===== config.mk =====
export PLATFORM = sky130hd
export DESIGN_NAME = vx_dispatch_arb
export DESIGN_NICKNAME = d
export VERILOG_FILES = /design/src/rtl/vx_dispatch_pkg.sv /design/src/rtl/vx_rr_select.sv /design/src/rtl/vx_dispatch_arb.sv
export SDC_FILE = /design/constraint.sdc
export NUM_CORES = 1
export LEC_CHECK = 0
export ABC_AREA = 0
export CORE_AREA = 2 2 219 221
export DETAILED_ROUTE_END_ITERATION = 12
export DIE_AREA = 0 0 221 223
export GPL_TIMING_DRIVEN = 1
export PLACE_DENSITY_LB_ADDON = 0.05
export SLEW_MARGIN = 20
export SYNTH_ARGS = -nofsm -noshare
export SYNTH_HDL_FRONTEND = slang
export SYNTH_HIERARCHICAL = 1
export SYNTH_SLANG_ARGS = --single-unit

===== constraint.sdc =====
create_clock -name clk -period 2.42 [get_ports clk]
set_input_delay 0.484 -clock clk [delete_from_list [all_inputs] [get_ports clk]]
set_output_delay 0.484 -clock clk [all_outputs]
set_load 0.03 [all_outputs]

===== src/rtl/vx_dispatch_pkg.sv =====
// Shared dispatch payload layout used by the arbiter and the dispatch
// interface pack/unpack helpers.
package vx_dispatch_pkg;

    typedef struct packed {
        logic [15:0] uuid;
        logic [1:0]  wid;
        logic [3:0]  tmask;
        logic [31:0] PC;
        logic [2:0]  ex_type;
        logic [3:0]  op_type;
        logic [2:0]  op_mod;
        logic        wb;
        logic        use_PC;
        logic        use_imm;
        logic [31:0] imm;
        logic [4:0]  rd;
    } dispatch_data_t;

    localparam int DISPATCH_DATAW = $bits(dispatch_data_t);

endpackage


===== src/rtl/vx_rr_select.sv =====
// Combinational round-robin pick: first valid requester at or after ptr_i,
// wrapping explicitly so non-power-of-two N is handled.
module vx_rr_select #(
    parameter int N  = 4,
    parameter int IW = (N > 1) ? $clog2(N) : 1
) (
    input  logic [N-1:0]  valid_i,
    input  logic [IW-1:0] ptr_i,
    output logic [N-1:0]  grant_o,
    output logic [IW-1:0] idx_o,
    output logic          any_o
);

    function automatic int wrap_add(input int p, input int o);
        int s;
        s = p + o;
        return (s >= N) ? s - N : s;
    endfunction

    // Scan from the farthest offset down so the closest valid requester wins.
    always_comb begin
        idx_o   = '0;
        any_o   = 1'b0;
        grant_o = '0;
        for (int off = N - 1; off >= 0; off--) begin
            if (valid_i[wrap_add(int'(ptr_i), off)]) begin
                idx_o = IW'(wrap_add(int'(ptr_i), off));
                any_o = 1'b1;
            end
        end
        grant_o[idx_o] = any_o;
    end

endmodule


===== src/rtl/vx_dispatch_arb.sv =====
// Round-robin merge of NUM_REQS dispatch streams onto one registered dispatch
// master port, with source index and a saturating stall counter.
module vx_dispatch_arb
    import vx_dispatch_pkg::*;
#(
    parameter int NUM_REQS = 4,
    parameter int DATAW    = DISPATCH_DATAW,
    parameter int PERF_W   = 32,
    parameter int IDXW     = (NUM_REQS > 1) ? $clog2(NUM_REQS) : 1
) (
    input  logic                      clk,
    input  logic                      reset_n,
    input  logic [NUM_REQS-1:0]       in_valid,
    input  logic [NUM_REQS*DATAW-1:0] in_data,
    output logic [NUM_REQS-1:0]       in_ready,
    output logic                      out_valid,
    output logic [DATAW-1:0]          out_data,
    output logic [IDXW-1:0]           out_idx,
    input  logic                      out_ready,
    output logic [PERF_W-1:0]         perf_stalls
);

    // Handshake: a transfer happens on a rising edge where valid and ready are
    // both high; valid never depends on ready, and a held entry stays stable.

    logic                out_valid_q, out_valid_d;
    logic [DATAW-1:0]    out_data_q,  out_data_d;
    logic [IDXW-1:0]     out_idx_q,   out_idx_d;
    logic [IDXW-1:0]     rr_ptr_q,    rr_ptr_d;
    logic [PERF_W-1:0]   perf_q,      perf_d;

    logic [NUM_REQS-1:0] grant;
    logic [IDXW-1:0]     grant_idx;
    logic                grant_any;
    logic                stage_ready;
    logic                fire;
    logic [DATAW-1:0]    sel_data;

    vx_rr_select #(.N(NUM_REQS), .IW(IDXW)) u_select (
        .valid_i (in_valid),
        .ptr_i   (rr_ptr_q),
        .grant_o (grant),
        .idx_o   (grant_idx),
        .any_o   (grant_any)
    );

    // reset_n gates acceptance so nothing is offered while reset is held.
    assign stage_ready = reset_n & (~out_valid_q | out_ready);
    assign in_ready    = grant & {NUM_REQS{stage_ready}};
    assign fire        = grant_any & stage_ready;

    always_comb begin
        sel_data = '0;
        for (int i = 0; i < NUM_REQS; i++) begin
            if (grant[i]) sel_data = in_data[i*DATAW +: DATAW];
        end
    end

    always_comb begin
        out_valid_d = out_valid_q;
        out_data_d  = out_data_q;
        out_idx_d   = out_idx_q;
        rr_ptr_d    = rr_ptr_q;
        perf_d      = perf_q;
        if (fire) begin
            out_valid_d = 1'b1;
            out_data_d  = sel_data;
            out_idx_d   = grant_idx;
            rr_ptr_d    = (grant_idx == IDXW'(NUM_REQS - 1)) ? '0 : grant_idx + IDXW'(1);
        end else if (out_ready) begin
            out_valid_d = 1'b0;
        end
        if ((|in_valid) && !fire && (perf_q != '1)) begin
            perf_d = perf_q + PERF_W'(1);
        end
    end

    always_ff @(posedge clk or negedge reset_n) begin
        if (!reset_n) begin
            out_valid_q <= 1'b0;
            out_data_q  <= '0;
            out_idx_q   <= '0;
            rr_ptr_q    <= '0;
            perf_q      <= '0;
        end else begin
            out_valid_q <= out_valid_d;
            out_data_q  <= out_data_d;
            out_idx_q   <= out_idx_d;
            rr_ptr_q    <= rr_ptr_d;
            perf_q      <= perf_d;
        end
    end

    assign out_valid   = out_valid_q;
    assign out_data    = out_data_q;
    assign out_idx     = out_idx_q;
    assign perf_stalls = perf_q;

endmodule


# --- After elaboration in Yosys (flattened, before gate mapping) ---
# Index checks and enable logic that the tools add are counted.
totals:
  register_bits: 141
  input_bits: 423
  word_cells: 71
classes:
  addsub: 9
  magnitude_cmp: 10
  eq_ne: 2
  mux: 33
  bitwise: 6
  n_reduce_logical: 6
op_table:
  columns: ["op", "count"]
  rows:
  - ["$mux W104", 4]
  - ["$lt A32 B4 Y1 const B", 4]
  - ["$mux W32", 4]
  - ["$ge A32 B4 Y1 const B", 3]
  - ["$sub A32 B4 Y32 const B", 3]
  - ["$add A32 B1 Y32 const B", 1]
  - ["$ne A32 B32 Y1 const B", 1]
  - ["$mux W1", 15]
  - ["$mux W2", 5]
  - ["$and A4 B4 Y4", 2]
  - ["$bmux W1 S2", 4]
  - ["$add A2 B2 Y3 const B", 2]
  - ["$reduce_or A4 Y1", 1]
  - ["$sub A2 B3 Y4 const B", 1]
  - ["$add A2 B1 Y3 const B", 1]
  - ["$ge A2 B3 Y1 const B", 1]
  - ["$logic_and A1 B1 Y1", 3]
  - ["$lt A2 B3 Y1 const B", 1]
  - ["$add A2 B1 Y2 const B", 1]
  - ["$and A1 B1 Y1", 2]
  - ["$demux W1 S2", 1]
  - ["$eq A2 B2 Y1 const B", 1]
  - ["$ge A2 B1 Y1 const B", 1]
  - ["$reduce_bool A2 Y1", 1]
  - ["other kinds (3)", 3]

# --- Logic depth before layout (Yosys ltp) ---
# Gate-level depths: netlist (run 1).
depth:
  depth_word: 19
  mapped_depth: 11
  depth_no_buf: 8

# --- By module ---
# The synthesis (run 1) kept the hierarchy.
by_module_without_submodules:
  columns: ["mod", "instances", "cells_each", "area_per_inst_um2"]
  rows:
  - ["vx_dispatch_arb", 1, 981, 8250.4]
  - ["vx_rr_select", 1, 33, 211.5]

# --- Worst setup path before layout (run 1) ---
# Ideal clock, no wire load.
synth_timing:
  path_kind: "input -> output"
  startpoint: "input in_valid[0]"
  endpoint: "output in_ready[3]"
  t_arrival_ns: 2.154
  required_ns: 1.936
  setup_slack_ns: -0.218
  path_stages: 7
  n_path_buf: 4
  path_cell_list: "buf_4 -> a21oi_1 -> o221a_2 -> clkbuf_1 -> clkbuf_1 -> clkbuf_1 -> and3_1"
synth_between:
  elab_chain_len: 13
synth_rtl:
  columns: ["element", "line", "rtl"]
  rows:
  - ["start: declaration", "vx_dispatch_arb.sv:13", "input logic [NUM_REQS-1:0] in_valid,"]
  - ["$bmux W1 S2", "vx_rr_select.sv:26", "if (valid_i[wrap_add(int'(ptr_i), off)]) begin"]
  - ["$mux W1 (not written as such) (2 in series)", "vx_rr_select.sv:26", null]
  - ["$mux W2 (4 in series)", "vx_rr_select.sv:26", null]
  - ["$lt A2 B3 Y1 (not written as such) or $ge A2 B1 Y1 (tied branches)", "vx_rr_select.sv:31", "grant_o[idx_o] = any_o;"]
  - ["$logic_and A1 B1 Y1 (not written as such)", "vx_rr_select.sv:31", null]
  - ["$mux W1 (not written as such)", "vx_rr_select.sv:31", null]
  - ["$demux W1 S2", null, null]
  - ["$and A4 B4 Y4 (no line) (*)", null, null]
  - ["net grant[3]", "vx_dispatch_arb.sv:32", "logic [NUM_REQS-1:0] grant;"]
  - ["$and A4 B4 Y4 (*)", "vx_dispatch_arb.sv:49", "assign in_ready = grant & {NUM_REQS{stage_ready}};"]
  - ["end: declaration", "vx_dispatch_arb.sv:15", "output logic [NUM_REQS-1:0] in_ready,"]
# Mark *: on every way through the listed nets, which the timed path passes. The rest lies on a longest branch. The select of a mux whose other input is x is not followed.

# --- Worst setup path in the final report (run 1) ---
layout_timing:
  startpoint: "register rr_ptr_q[1]"
  endpoint: "output in_ready[0]"
layout_between:
  elab_chain_len: 16
layout_rtl:
  columns: ["element", "line", "rtl"]
  rows:
  - ["start: declaration", "vx_dispatch_arb.sv:29", "logic [IDXW-1:0] rr_ptr_q, rr_ptr_d;"]
  - ["start signal: assignment", "vx_dispatch_arb.sv:89", "rr_ptr_q <= rr_ptr_d;"]
  - ["$add A2 B2 Y3", "vx_rr_select.sv:16", "s = p + o;"]
  - ["$sub A32 B4 Y32 or $ge A32 B4 Y1 (tied branches)", "vx_rr_select.sv:17", "return (s >= N) ? s - N : s;"]
  - ["$mux W32", "vx_rr_select.sv:17", null]
  - ["$bmux W1 S2", "vx_rr_select.sv:26", null]
  - ["$mux W1 (not written as such) (2 in series)", "vx_rr_select.sv:26", null]
  - ["$mux W2 (4 in series)", "vx_rr_select.sv:26", null]
  - ["$lt A2 B3 Y1 (not written as such) or $ge A2 B1 Y1 (tied branches)", "vx_rr_select.sv:31", null]
  - ["$logic_and A1 B1 Y1 (not written as such)", "vx_rr_select.sv:31", null]
  - ["$mux W1 (not written as such)", "vx_rr_select.sv:31", null]
  - ["$demux W1 S2", null, null]
  - ["$and A4 B4 Y4 (no line) (*)", null, null]
  - ["net grant[0]", "vx_dispatch_arb.sv:32", null]
  - ["$and A4 B4 Y4 (*)", "vx_dispatch_arb.sv:49", null]
# Marked as above.

==> results of run 1 <==
-- cell usage after synthesis, drive strengths merged (5+ instances only) --
cell type,instances
nor2,113
and3,11
xnor2,14
mux2,5
nand2,12
nand3,12
nand4,12
nor3,107
a21oi,212
buf,14
nor4,10
dfrtp,141
clkbuf,85
o21ai,5
inv,5
xor2,17
nor2b,106
a221oi,103
-- cell type report --
cell class / count / area (um^2)
clock buffer: 21 / 450
sequential: 141 / 3530
timing repair buffer: 657 / 6680
fill: 4924 / 30900
multi-input combinational: 769 / 4620
antenna: 10 / 25.0
tap: 615 / 769
clock inverter: 11 / 141
inverter: 5 / 18.8
-- worst max-delay path, cell delays in order (launching register included) --
cell       delay (ns)
dfrtp_2          0.46
o2bb2ai_1        0.14
a22o_1           0.22
and2_1           0.16
buf_4            0.14
and3_4           0.15
buf_12           0.13
-- logic make-up (layout without fill, tap and decap cells) --
logic type,count (synthesis),in the layout,synth area share (%)
AO/OA/AOI/OAI,334,334,24.9
XOR/XNOR,31,31,3.21
adder cells (fa/ha/maj),2,2,0.296
buffers and inverters,104,694,4.91
flip-flops,141,141,41.7
multiplexers,6,6,0.784
other,0,10,0
AND/OR/NAND/NOR,396,396,24.2
-- layer usage --
| metal | track usage [%] | wire, um |
|---|---|---|
| met5 | 0 | 31 |
| met4 | 6.62 | 1040 |
| met3 | 5.70 | 2770 |
| met2 | 30.1 | 22600 |
| met1 | 21.1 | 18700 |
-- metrics by stage --
stage	setup WS [ns]	std cells	hold WS [ns]	power, uW
floorplan	0.0226	1014	0.188	8390
global placement	-0.342	2177	0.319	12700
detailed placement	-0.369	2177	0.315	12700
CTS	0.00884	2217	0.488	15700
global route	-0.00223	2229	0.478	16600
finish	0.0880	2229	0.488	15500
-- registers in the layout, indices dropped and copies added (netlist names) --
register / count
rr_ptr_q: 2
out_idx: 2
out_valid: 1
perf_stalls: 32
out_data: 104
-- timing repair --
action,in CTS,in global routing
hold buffers,1,0
setup endpoints to repair,4,44
resized for setup,10,11
pin swaps,1,1
endpoints found under the hold margin,6,0
cloned,1,0
buffers inserted,6,2
-- power groups by stage --
stage / sequential, uW / clock, uW / combinational, uW
after floorplan: 5140 / 0 / 3240
after global placement: 3660 / 0 / 9040
after detailed placement: 3670 / 0 / 9030
after CTS: 3650 / 2900 / 9180
after global routing: 3770 / 3000 / 9850
final: 3640 / 2780 / 9090
-- worst min-delay path by stage --
stage                               to  slack [ns]    start
after floorplan            out_data[0]        0.19  reset_n
after global placement    out_data[65]        0.32  reset_n
after detailed placement  out_data[65]        0.32  reset_n
after CTS                 out_data[65]        0.49  reset_n
after global routing      out_data[65]        0.48  reset_n
final                     out_data[67]        0.49  reset_n
==> results.sh, run 1 <==
export IMPL_grt_setup_unrepaired="true"
export IMPL_synthFlopType="dfrtp_1"
export IMPL_hpwlAfterDp_um=34800
export IMPL_p_per_area_nw_per_um2=956
export IMPL_placed_cell_area_um2=15500
export IMPL_gp_congestion=0.838
export IMPL_cts_max_path_buffers=2
export IMPL_clk_pin_slew_ns=0.07
export IMPL_die_w_um=221
export IMPL_finalSetupViolations=0
export IMPL_path_max_fanout=6
export IMPL_grt_pass1_wl_um=66200
export IMPL_end_kind="output pin"
export IMPL_layout_common_cells="clkdlybuf4s50_1 (556), a21oi_1 (212), dfrtp_1 (139)"
export IMPL_routedWlPerCell_um=20.2
export IMPL_reg2reg_slack_ns=0.11
export IMPL_power_frac_seq_pct=23.5
export IMPL_worstSetupPathType="flop to output pin"
export IMPL_synth_seq_cells=141
export IMPL_final_common_cell="clkdlybuf4s50_1"
export IMPL_timing_rr_start="rr_ptr_q[0]"
export IMPL_cap_violations=0
export IMPL_synth_async_sr_flop_share_pct=100
export IMPL_dr_total_vias=9968
export IMPL_outcome="finished clean"
export IMPL_leakage_uw=0.00618
export IMPL_fin_util_pct=34.4
export IMPL_clock_latency_ns=0.45
export IMPL_max_freq_mhz=429
export IMPL_reg2reg_depth=10
export IMPL_vdd_drop_max_v=0.000408
export IMPL_drive_gt1_share_pct=9.79
export IMPL_fin_crit_ns=2.33
export IMPL_gr_total_overflow=0
export IMPL_cp_endpoint="in_ready[0]"
export IMPL_port_buffers=565
export IMPL_netlist_instances=1014
export IMPL_dr_pass1_iters=4
export IMPL_p_comb_share_pct=58.6
export IMPL_clockRootBuffer="clkbuf_16"
export IMPL_drtAntennaViolNets=0
export IMPL_initial_core_util_pct=17.9
export IMPL_wl_um=45100
export IMPL_core_um2=47100
export IMPL_die_area_um2=49300
export IMPL_viasPerCell=4.47
export IMPL_track_usage_pct=17.8
export IMPL_drt_iter0_markers=460
export IMPL_p_sw_uw=6590
export IMPL_synth_edff_count=0
export IMPL_syn_mean_instance_area_um2=8.35
export IMPL_area_growth_pct=91.8
export IMPL_cp_arrival_ns=1.85
export IMPL_antenna_found_initial=13
export IMPL_slew_viol_final=0
export IMPL_intPower_uw=8930
export IMPL_grt_max_degree=82
export IMPL_clockPowerShare_pct=17.9
export IMPL_synthesis_nets=1439
export IMPL_finalCritPeriodShare_pct=96.4
export IMPL_cts_buffers=17
export IMPL_worst_pin_slew_ns=0.753
export IMPL_clock_skew_ns=0.00777
export IMPL_worstReg2RegEnd="out_data[77]"
export IMPL_cts_tree="built"
export IMPL_cts_sinks=141
export IMPL_cp_start_kind="flop"
export IMPL_synth_area_um2=8460
export IMPL_synth_top_area_share_pct=41.7
export IMPL_required_ns=1.94
export IMPL_p_sw_share_pct=42.5
export IMPL_yosysUniqueCellTypes=48
export IMPL_drc=0
export IMPL_grt_pass1_vias=10259
export IMPL_synthTopCellsByArea="dfrtp_1 (42%), a21oi_1 (13%), a221oi_1 (11%)"
export IMPL_maxSlewHeadroom_pct=49.8
export IMPL_ioPinCount=566
export IMPL_placementRows=80
export IMPL_hold_viol=0
export IMPL_critPathLaunch="rr_ptr_q[1]"
export IMPL_setup_tns_ns=0
export IMPL_yosysWarnings=6
export IMPL_final_cell_area_um2=16200
export IMPL_fp_dieH_um=223
export IMPL_yosysTopAreaCell="dfrtp_1"
export IMPL_cts_htree_levels=4
export IMPL_nets=2016
export IMPL_hold_class="input port to async pin"
export IMPL_yosysSeqAreaShare_pct=41.7
(Power assumes the default switching activity.)
==> run 2: changes to the inputs <==
--- a/config.mk
+++ b/config.mk
@@ -5,10 +5,10 @@
 export SDC_FILE = /design/constraint.sdc
 export NUM_CORES = 1
 export LEC_CHECK = 0
-export ABC_AREA = 0
-export CORE_AREA = 2 2 219 221
+export ABC_AREA = 1
+export CORE_AREA = 2 2 222 224
 export DETAILED_ROUTE_END_ITERATION = 12
-export DIE_AREA = 0 0 221 223
+export DIE_AREA = 0 0 224 226
 export GPL_TIMING_DRIVEN = 1
 export PLACE_DENSITY_LB_ADDON = 0.05
 export SLEW_MARGIN = 20
==> constraint.sdc (replaced) <==
create_clock -name clk -period 2.4 [get_ports clk]
set_input_delay 0.48 -clock clk [delete_from_list [all_inputs] [get_ports clk]]
set_output_delay 0.48 -clock clk [all_outputs]
set_load 0.03 [all_outputs]
==> run 2 against run 1 <==
The flow now finishes with violations (negative setup slack). Power up 110%. Utilization is 2.7 points higher. Design area is 11% higher. Critical path depth rose by 7. Hold slack lost 0.41 ns. Die area rose by 2.7%. First-iteration DRC count increased by 17%. Sequential share of layout area down 2.1 points. Synthesized cell count is 24% higher. Cell count is 12% higher. Non-clock buffer count up 24. Largest power group unchanged.
==> results.sh, run 2 <==
export IMPL_synth_edff_count=0
export IMPL_clockPowerShare_pct=8.8
export IMPL_yosysSeqAreaShare_pct=38.1
export IMPL_cap_violations=0
export IMPL_fill_cells=5043
export IMPL_final_common_cell="clkdlybuf4s50_1"
export IMPL_finalSetupViolations=108
export IMPL_clockRootBuffer="clkbuf_16"
export IMPL_crit_family="buffers and inverters"
export IMPL_dr_wl_met3_um=3870
export IMPL_gp_congestion=0.841
export IMPL_final_cells=2501
export IMPL_fin_total_pwr_uw=32400
export IMPL_wl_um=57700
export IMPL_synth_async_sr_flop_share_pct=100
export IMPL_max_freq_mhz=361
export IMPL_area_growth_pct=94.2
export IMPL_p_sw_share_pct=48.3
export IMPL_placementRows=81
export IMPL_synthFlopType="dfrtp_1"
export IMPL_synthesis_nets=1687
export IMPL_p_sw_uw=15700
export IMPL_whs_ns=0.0771
export IMPL_synthTopCellsByCount="nand2_1 (432), a21oi_1 (209), dfrtp_1 (141)"
export IMPL_yosysMostFrequentCell="nand2_1"
export IMPL_slew_viol_final=0
export IMPL_initial_core_util_pct=19.1
export IMPL_grt_pass1_wl_um=83200
export IMPL_synth_seq_cells=141
export IMPL_fin_crit_ns=2.77
export IMPL_path_max_fanout=3
export IMPL_worstPathCellList="clkdlybuf4s50_1, inv_1, nand2_1, nand3_2, nand2_1, nand3_2, nand2_2, nand2_4, buf_4, a21oi_4, inv_4, nor2_4, buf_6"
export IMPL_synth_top_area_share_pct=38.1
export IMPL_yosysUniqueCellTypes=33
export IMPL_clock_latency_ns=0.48
export IMPL_hold_viol=0
export IMPL_cp_arrival_ns=2.29
export IMPL_timing_rr_start="rr_ptr_q[0]"
export IMPL_end_kind="output pin"
export IMPL_antenna_found_initial=9
export IMPL_dr_total_vias=11697
export IMPL_drive_gt1_share_pct=13.7
export IMPL_worstReg2RegEnd="out_data[24]"
export IMPL_fin_ws_ns=-0.370
export IMPL_cts_max_path_buffers=2
export IMPL_core_um2=48300
export IMPL_cts_buffers=17
export IMPL_port_buffers=565
export IMPL_routedWlPerCell_um=23.1
export IMPL_worst_pin_slew_ns=0.755
export IMPL_p_comb_share_pct=78.4
export IMPL_drtAntennaViolNets=0
export IMPL_critPathLaunch="in_valid[1]"
export IMPL_yosysTopAreaCell="dfrtp_1"
export IMPL_vdd_drop_max_v=0.000883
export IMPL_hold_class="input port to async pin"
export IMPL_hpwlAfterDp_um=41200
export IMPL_outcome="finished, violations left"
export IMPL_ioPinCount=566
export IMPL_fin_util_pct=37.2
export IMPL_max_stage_delay_ns=0.50
export IMPL_grt_max_degree=73
export IMPL_drt_iter0_markers=539
export IMPL_viasPerCell=4.68
export IMPL_fp_dieH_um=226
export IMPL_clk_pin_slew_ns=0.07
export IMPL_top_layer="met5"
export IMPL_grt_pass1_vias=11918
export IMPL_die_area_um2=50600
export IMPL_route_met2_wl_um=29000
export IMPL_finalCritPeriodShare_pct=115
export IMPL_netlist_instances=1262
export IMPL_path_buf_inv=5
export IMPL_nets=2290
export IMPL_clock_skew_ns=0.00910
export IMPL_intPower_uw=16700
export IMPL_dp_cells=2430
export IMPL_power_frac_seq_pct=12.8
export IMPL_die_w_um=224
export IMPL_cp_start_kind="input port"
export IMPL_slowest_stage="clkdlybuf4s50_1"
export IMPL_gr_total_overflow=0
export IMPL_synthTopCellsByArea="dfrtp_1 (38%), nand2_1 (18%), a21oi_1 (11%)"
export IMPL_drc=0
export IMPL_track_usage_pct=22.4
export IMPL_grt_setup_unrepaired="true"
export IMPL_cts_sinks=141
export IMPL_met1_length_um=23700
export IMPL_violations="negative setup slack"
export IMPL_reg2reg_depth=19
export IMPL_leakage_uw=0.00742
export IMPL_syn_mean_instance_area_um2=7.33
export IMPL_synth_area_um2=9250
export IMPL_largest_reg_flops=104
export IMPL_cts_hold_buf=0
export IMPL_dr_pass1_iters=7
export IMPL_yosysWarnings=6
export IMPL_worstSetupPathType="input port to output pin"
export IMPL_maxSlewHeadroom_pct=49.7
export IMPL_cts_htree_levels=4
export IMPL_reg2reg_slack_ns=-0.23
export IMPL_p_per_area_nw_per_um2=1800
export IMPL_layout_common_cells="clkdlybuf4s50_1 (558), nand2_1 (413), a21oi_1 (207)"
export IMPL_cts_tree="built"
export IMPL_required_ns=1.92
[run 2: worst max-delay path by stage]
| stage | slack (ns) | cells after the start | end |
|---|---|---|---|
| 2_1_floorplan | -0.11 | 13 | in_ready[1] |
| 3_3_place_gp | -0.52 | 15 | in_ready[1] |
| 3_5_place_dp | -0.51 | 13 | in_ready[1] |
| 4_1_cts | -0.40 | 12 | in_ready[0] |
| 5_1_grt | -0.49 | 13 | in_ready[0] |
| 6_report | -0.37 | 13 | in_ready[3] |
[run 2: worst register-to-register path, stage by stage, from the launching register on]
cell and delay (ns):
dfrtp_2 0.50, buf_12 0.18, nand2_4 0.06, o21ai_4 0.08, nand2_2 0.10, nand3_2 0.10
nand2_2 0.07, nand2_4 0.08, nand2_4 0.06, nand2_2 0.09, inv_4 0.04, buf_4 0.13
nor2_4 0.12, buf_12 0.16, buf_6 0.14, bufbuf_16 0.28, nand2_1 0.06, nand2_1 0.06
o211ai_1 0.12, a2bb2oi_2 0.15
[run 2: area by class of cell]
cell class	count	area, um^2	share of cell area [%]
antenna	1	2.50	0.0139
timing repair buffer	681	7320	40.8
tap	622	778	4.33
clock buffer	22	484	2.70
clock inverter	10	111	0.620
inverter	45	181	1.01
sequential	141	3530	19.7
multi-input combinational	979	5550	30.9
[run 2: kinds of logic (layout without fill, tap and decap cells)]
| logic type | count (synthesis) | in the layout | synth area share [%] |
|---|---|---|---|
| buf+inv | 142 | 758 | 6.74 |
| flops | 141 | 141 | 38.1 |
| other cells | 0 | 1 | 0 |
| compound gates | 426 | 426 | 30.2 |
| simple gates | 539 | 539 | 23.5 |
| fa+ha+maj | 2 | 2 | 0.271 |
| xor+xnor | 12 | 12 | 1.14 |
[run 2: what timing repair did]
| action | in CTS | in global routing |
|---|---|---|
| pin swaps | 22 | 18 |
| setup buffers | 25 | 4 |
| gates cloned | 13 | 0 |
| gates resized for setup | 51 | 81 |
| hold endpoints to repair | 0 | 0 |
| setup endpoints to repair | 107 | 108 |
[run 2: stage by stage]
step           area (um^2)  worst slack [ns]  setup TNS [ns]
2_1_floorplan         9260            -0.105          -0.105
3_3_place_gp         16200            -0.522          -46.89
3_5_place_dp         16200            -0.509          -48.03
4_1_cts              17600            -0.397          -10.41
5_1_grt              18000            -0.485          -27.90
6_report             18000            -0.370          -11.66
[run 2: power by group through the flow]
stage | Sequential [uW] | Clock (uW) | Combinational [uW]
after floorplan | 5940 | 0 | 9730
after global placement | 4110 | 0 | 20600
after detailed placement | 4110 | 0 | 20600
after CTS | 4090 | 2960 | 24700
after global routing | 4290 | 3030 | 27200
final | 4160 | 2850 | 25400
[run 2: metal layers]
| metal | global-route usage, % | up-vias |
|---|---|---|
| li1 | - | 5589 |
| met1 | 26.7 | 5641 |
| met2 | 39.4 | 394 |
| met3 | 6.23 | 63 |
| met4 | 6.00 | 10 |
| met5 | 0 | - |
==> run 3: changes to the inputs <==
--- a/config.mk
+++ b/config.mk
@@ -11,6 +11,8 @@
 export DIE_AREA = 0 0 224 226
 export GPL_TIMING_DRIVEN = 1
 export PLACE_DENSITY_LB_ADDON = 0.05
+export REMOVE_ABC_BUFFERS = 1
+export SETUP_SLACK_MARGIN = 0.5
 export SLEW_MARGIN = 20
 export SYNTH_ARGS = -nofsm -noshare
 export SYNTH_HDL_FRONTEND = slang
==> run 3 against run 2 <==
The run still ends with negative setup slack left. Combinational power is 14% higher. Global-route usage is 2.9 points higher. Die area stayed put. Worst setup slack better by 0.013 ns. Via count is 3.2% higher. Sequential share of layout area is 1.2 points lower. Design area is 6.8% higher.
==> results.sh, run 3 (synthesis results as in run 2) <==
export IMPL_path_max_fanout=7
export IMPL_hpwlAfterDp_um=48700
export IMPL_port_buffers=565
export IMPL_gp_congestion=0.894
export IMPL_grt_max_degree=93
export IMPL_fin_util_pct=39.7
export IMPL_maxSlewHeadroom_pct=59.6
export IMPL_required_ns=2.79
export IMPL_seqCellArea_um2=3530
export IMPL_p_sw_uw=17600
export IMPL_largest_reg_flops=104
export IMPL_cp_arrival_ns=3.15
export IMPL_track_usage_pct=25.3
export IMPL_cts_max_path_buffers=2
export IMPL_power_frac_seq_pct=11.5
export IMPL_clock_latency_ns=0.48
export IMPL_multi_input_comb_area_um2=6110
export IMPL_reg2reg_slack_ns=-0.36
export IMPL_outcome="finished, violations left"
export IMPL_cp_start_kind="flop"
export IMPL_placed_cell_area_um2=16500
export IMPL_grt_setup_unrepaired="true"
export IMPL_hold_class="input port to async pin"
export IMPL_drtAntennaViolNets=0
export IMPL_worstReg2RegEnd="out_data[90]"
export IMPL_violations="negative setup slack"
export IMPL_finalSetupViolations=108
export IMPL_cts_hold_buf=0
export IMPL_grt_pass1_vias=12026
export IMPL_die_w_um=224
export IMPL_gr_total_overflow=0
export IMPL_intPower_uw=18000
export IMPL_place_ws_ns=-0.665
export IMPL_worstSetupPathType="flop to flop"
export IMPL_wl_um=66300
export IMPL_path_buf_inv=8
export IMPL_cts_sinks=141
export IMPL_antenna_found_initial=27
export IMPL_worstPathCellList="buf_6, o21ai_4, nand2_2, nand3_2, nand2_1, nand2_2, nand3_2, nor2_4, inv_2, buf_6, buf_6, nor2_4, buf_12, buf_12, clkbuf_16, clkbuf_16, nand2_2, nand2_1, o211ai_1, a2bb2oi_1"
export IMPL_viasPerCell=4.72
export IMPL_cts_buffers=17
export IMPL_final_common_cell="clkdlybuf4s50_1"
export IMPL_reg2reg_depth=20
export IMPL_slowest_stage="dfrtp_2"
export IMPL_clockRootBuffer="clkbuf_16"
export IMPL_worst_pin_slew_ns=0.607
export IMPL_clockPowerShare_pct=7.5
export IMPL_drc=0
export IMPL_fin_crit_ns=2.76
export IMPL_initial_core_util_pct=19.1
export IMPL_cts_tree="built"
export IMPL_fp_dieH_um=226
export IMPL_timing_rr_start="rr_ptr_q[0]"
export IMPL_setup_tns_ns=-29.42
export IMPL_max_stage_delay_ns=0.47
export IMPL_nets=2336
export IMPL_p_sw_share_pct=49.4
export IMPL_crit_family="buffers and inverters"
export IMPL_cap_violations=0
export IMPL_fin_ws_ns=-0.357
export IMPL_drt_iter0_markers=741
export IMPL_grt_pass1_wl_um=90500
export IMPL_area_growth_pct=107
export IMPL_slew_viol_final=0
export IMPL_vdd_drop_max_v=0.00107
export IMPL_p_per_area_nw_per_um2=1860
export IMPL_die_area_um2=50600
export IMPL_drive_gt1_share_pct=23.3
export IMPL_core_um2=48300
export IMPL_leakage_uw=0.00865
export IMPL_clk_pin_slew_ns=0.07
export IMPL_cts_htree_levels=4
export IMPL_whs_ns=0.0667
export IMPL_max_freq_mhz=363
export IMPL_clock_skew_ns=0.0118
export IMPL_hold_viol=0
export IMPL_end_kind="flop"
export IMPL_finalCritPeriodShare_pct=115
export IMPL_ioPinCount=566
export IMPL_fill_cells=4909
export IMPL_placementRows=81
export IMPL_routedWlPerCell_um=25.9
export IMPL_p_comb_share_pct=81.1
export IMPL_layout_common_cells="clkdlybuf4s50_1 (419), nand2_1 (275), a21oi_1 (208)"
export IMPL_dr_total_vias=12077
export IMPL_final_cell_area_um2=19200
export IMPL_dr_pass1_iters=5
[run 3: cell count changes in the layout (fill, tap and decap cells not counted), sizes merged]
cell           delta
buf              +47
bufbuf            -4
bufinv            -1
clkbuf           +10
clkdlybuf4s15    +20
clkdlybuf4s50   -139
clkinv            +4
clkinvlp          -1
diode            +12
dlygate4sd2      +46
dlymetal6s2s     +66
inv               -2
[run 3: metrics by stage]
step / cells / power [uW]
3_5_place_dp: 2459 / 25900
4_1_cts: 2534 / 33200
5_1_grt: 2555 / 37600
6_report: 2559 / 35600
3_3_place_gp: 2459 / 25900
2_1_floorplan: 1165 / 11900
[run 3: per-layer routing]
layer	GRT usage [%]	share of wire [%]	vias up
met5	0	0.25	-
met4	9.98	2.7	28
met3	8.18	6.8	105
met2	42.5	49	399
met1	29.8	41	5840
li1	-	-	5705
[run 3: power by group through the flow]
stage | clock [uW] | sequential (uW) | combinational, uW
finish | 2660 | 4080 | 28900
global route | 2840 | 4200 | 30600
CTS | 2770 | 4060 | 26400
detailed placement | 0 | 4090 | 21800
global placement | 0 | 4090 | 21800
floorplan | 0 | 5910 | 5980
[run 3: worst max path at each step]
stage | from | endpoint | slack [ns] | depth (start not counted)
after floorplan | rr_ptr_q[0] | in_ready[3] | -7.22 | 10
after global placement | in_valid[1] | out_data[65] | -0.64 | 16
after detailed placement | in_valid[1] | out_data[65] | -0.66 | 16
after CTS | rr_ptr_q[0] | in_ready[0] | -0.36 | 12
after global routing | rr_ptr_q[0] | out_data[41] | -0.51 | 20
final | rr_ptr_q[0] | out_data[90] | -0.36 | 20
[run 3: worst register-to-register path, cell delays in order (launching register included)]
cell and delay (ns):
dfrtp_2 0.47, buf_6 0.17, o21ai_4 0.17, nand2_2 0.09, nand3_2 0.09, nand2_1 0.06, nand2_2 0.10, nand3_2 0.10
nor2_4 0.11, inv_2 0.05, buf_6 0.11, buf_6 0.11, nor2_4 0.13, buf_12 0.13, buf_12 0.15, clkbuf_16 0.17
clkbuf_16 0.14, nand2_2 0.04, nand2_1 0.05, o211ai_1 0.08, a2bb2oi_1 0.17
[run 3: cell type report]
cell class | count | area share (%)
well taps | 622 | 4.06
multi-input cells | 979 | 31.9
clock inverters | 10 | 0.476
clock buffers | 22 | 2.42
diodes | 13 | 0.170
flip-flops and latches | 141 | 18.4
repair buffers | 727 | 41.6
inverters | 45 | 0.940
[run 3: what timing repair did]
action,4_1_cts,5_1_grt
pin swaps,39,82
gates cloned,14,3
setup buffers,29,9
resized for setup,196,322
setup endpoints to repair,281,229
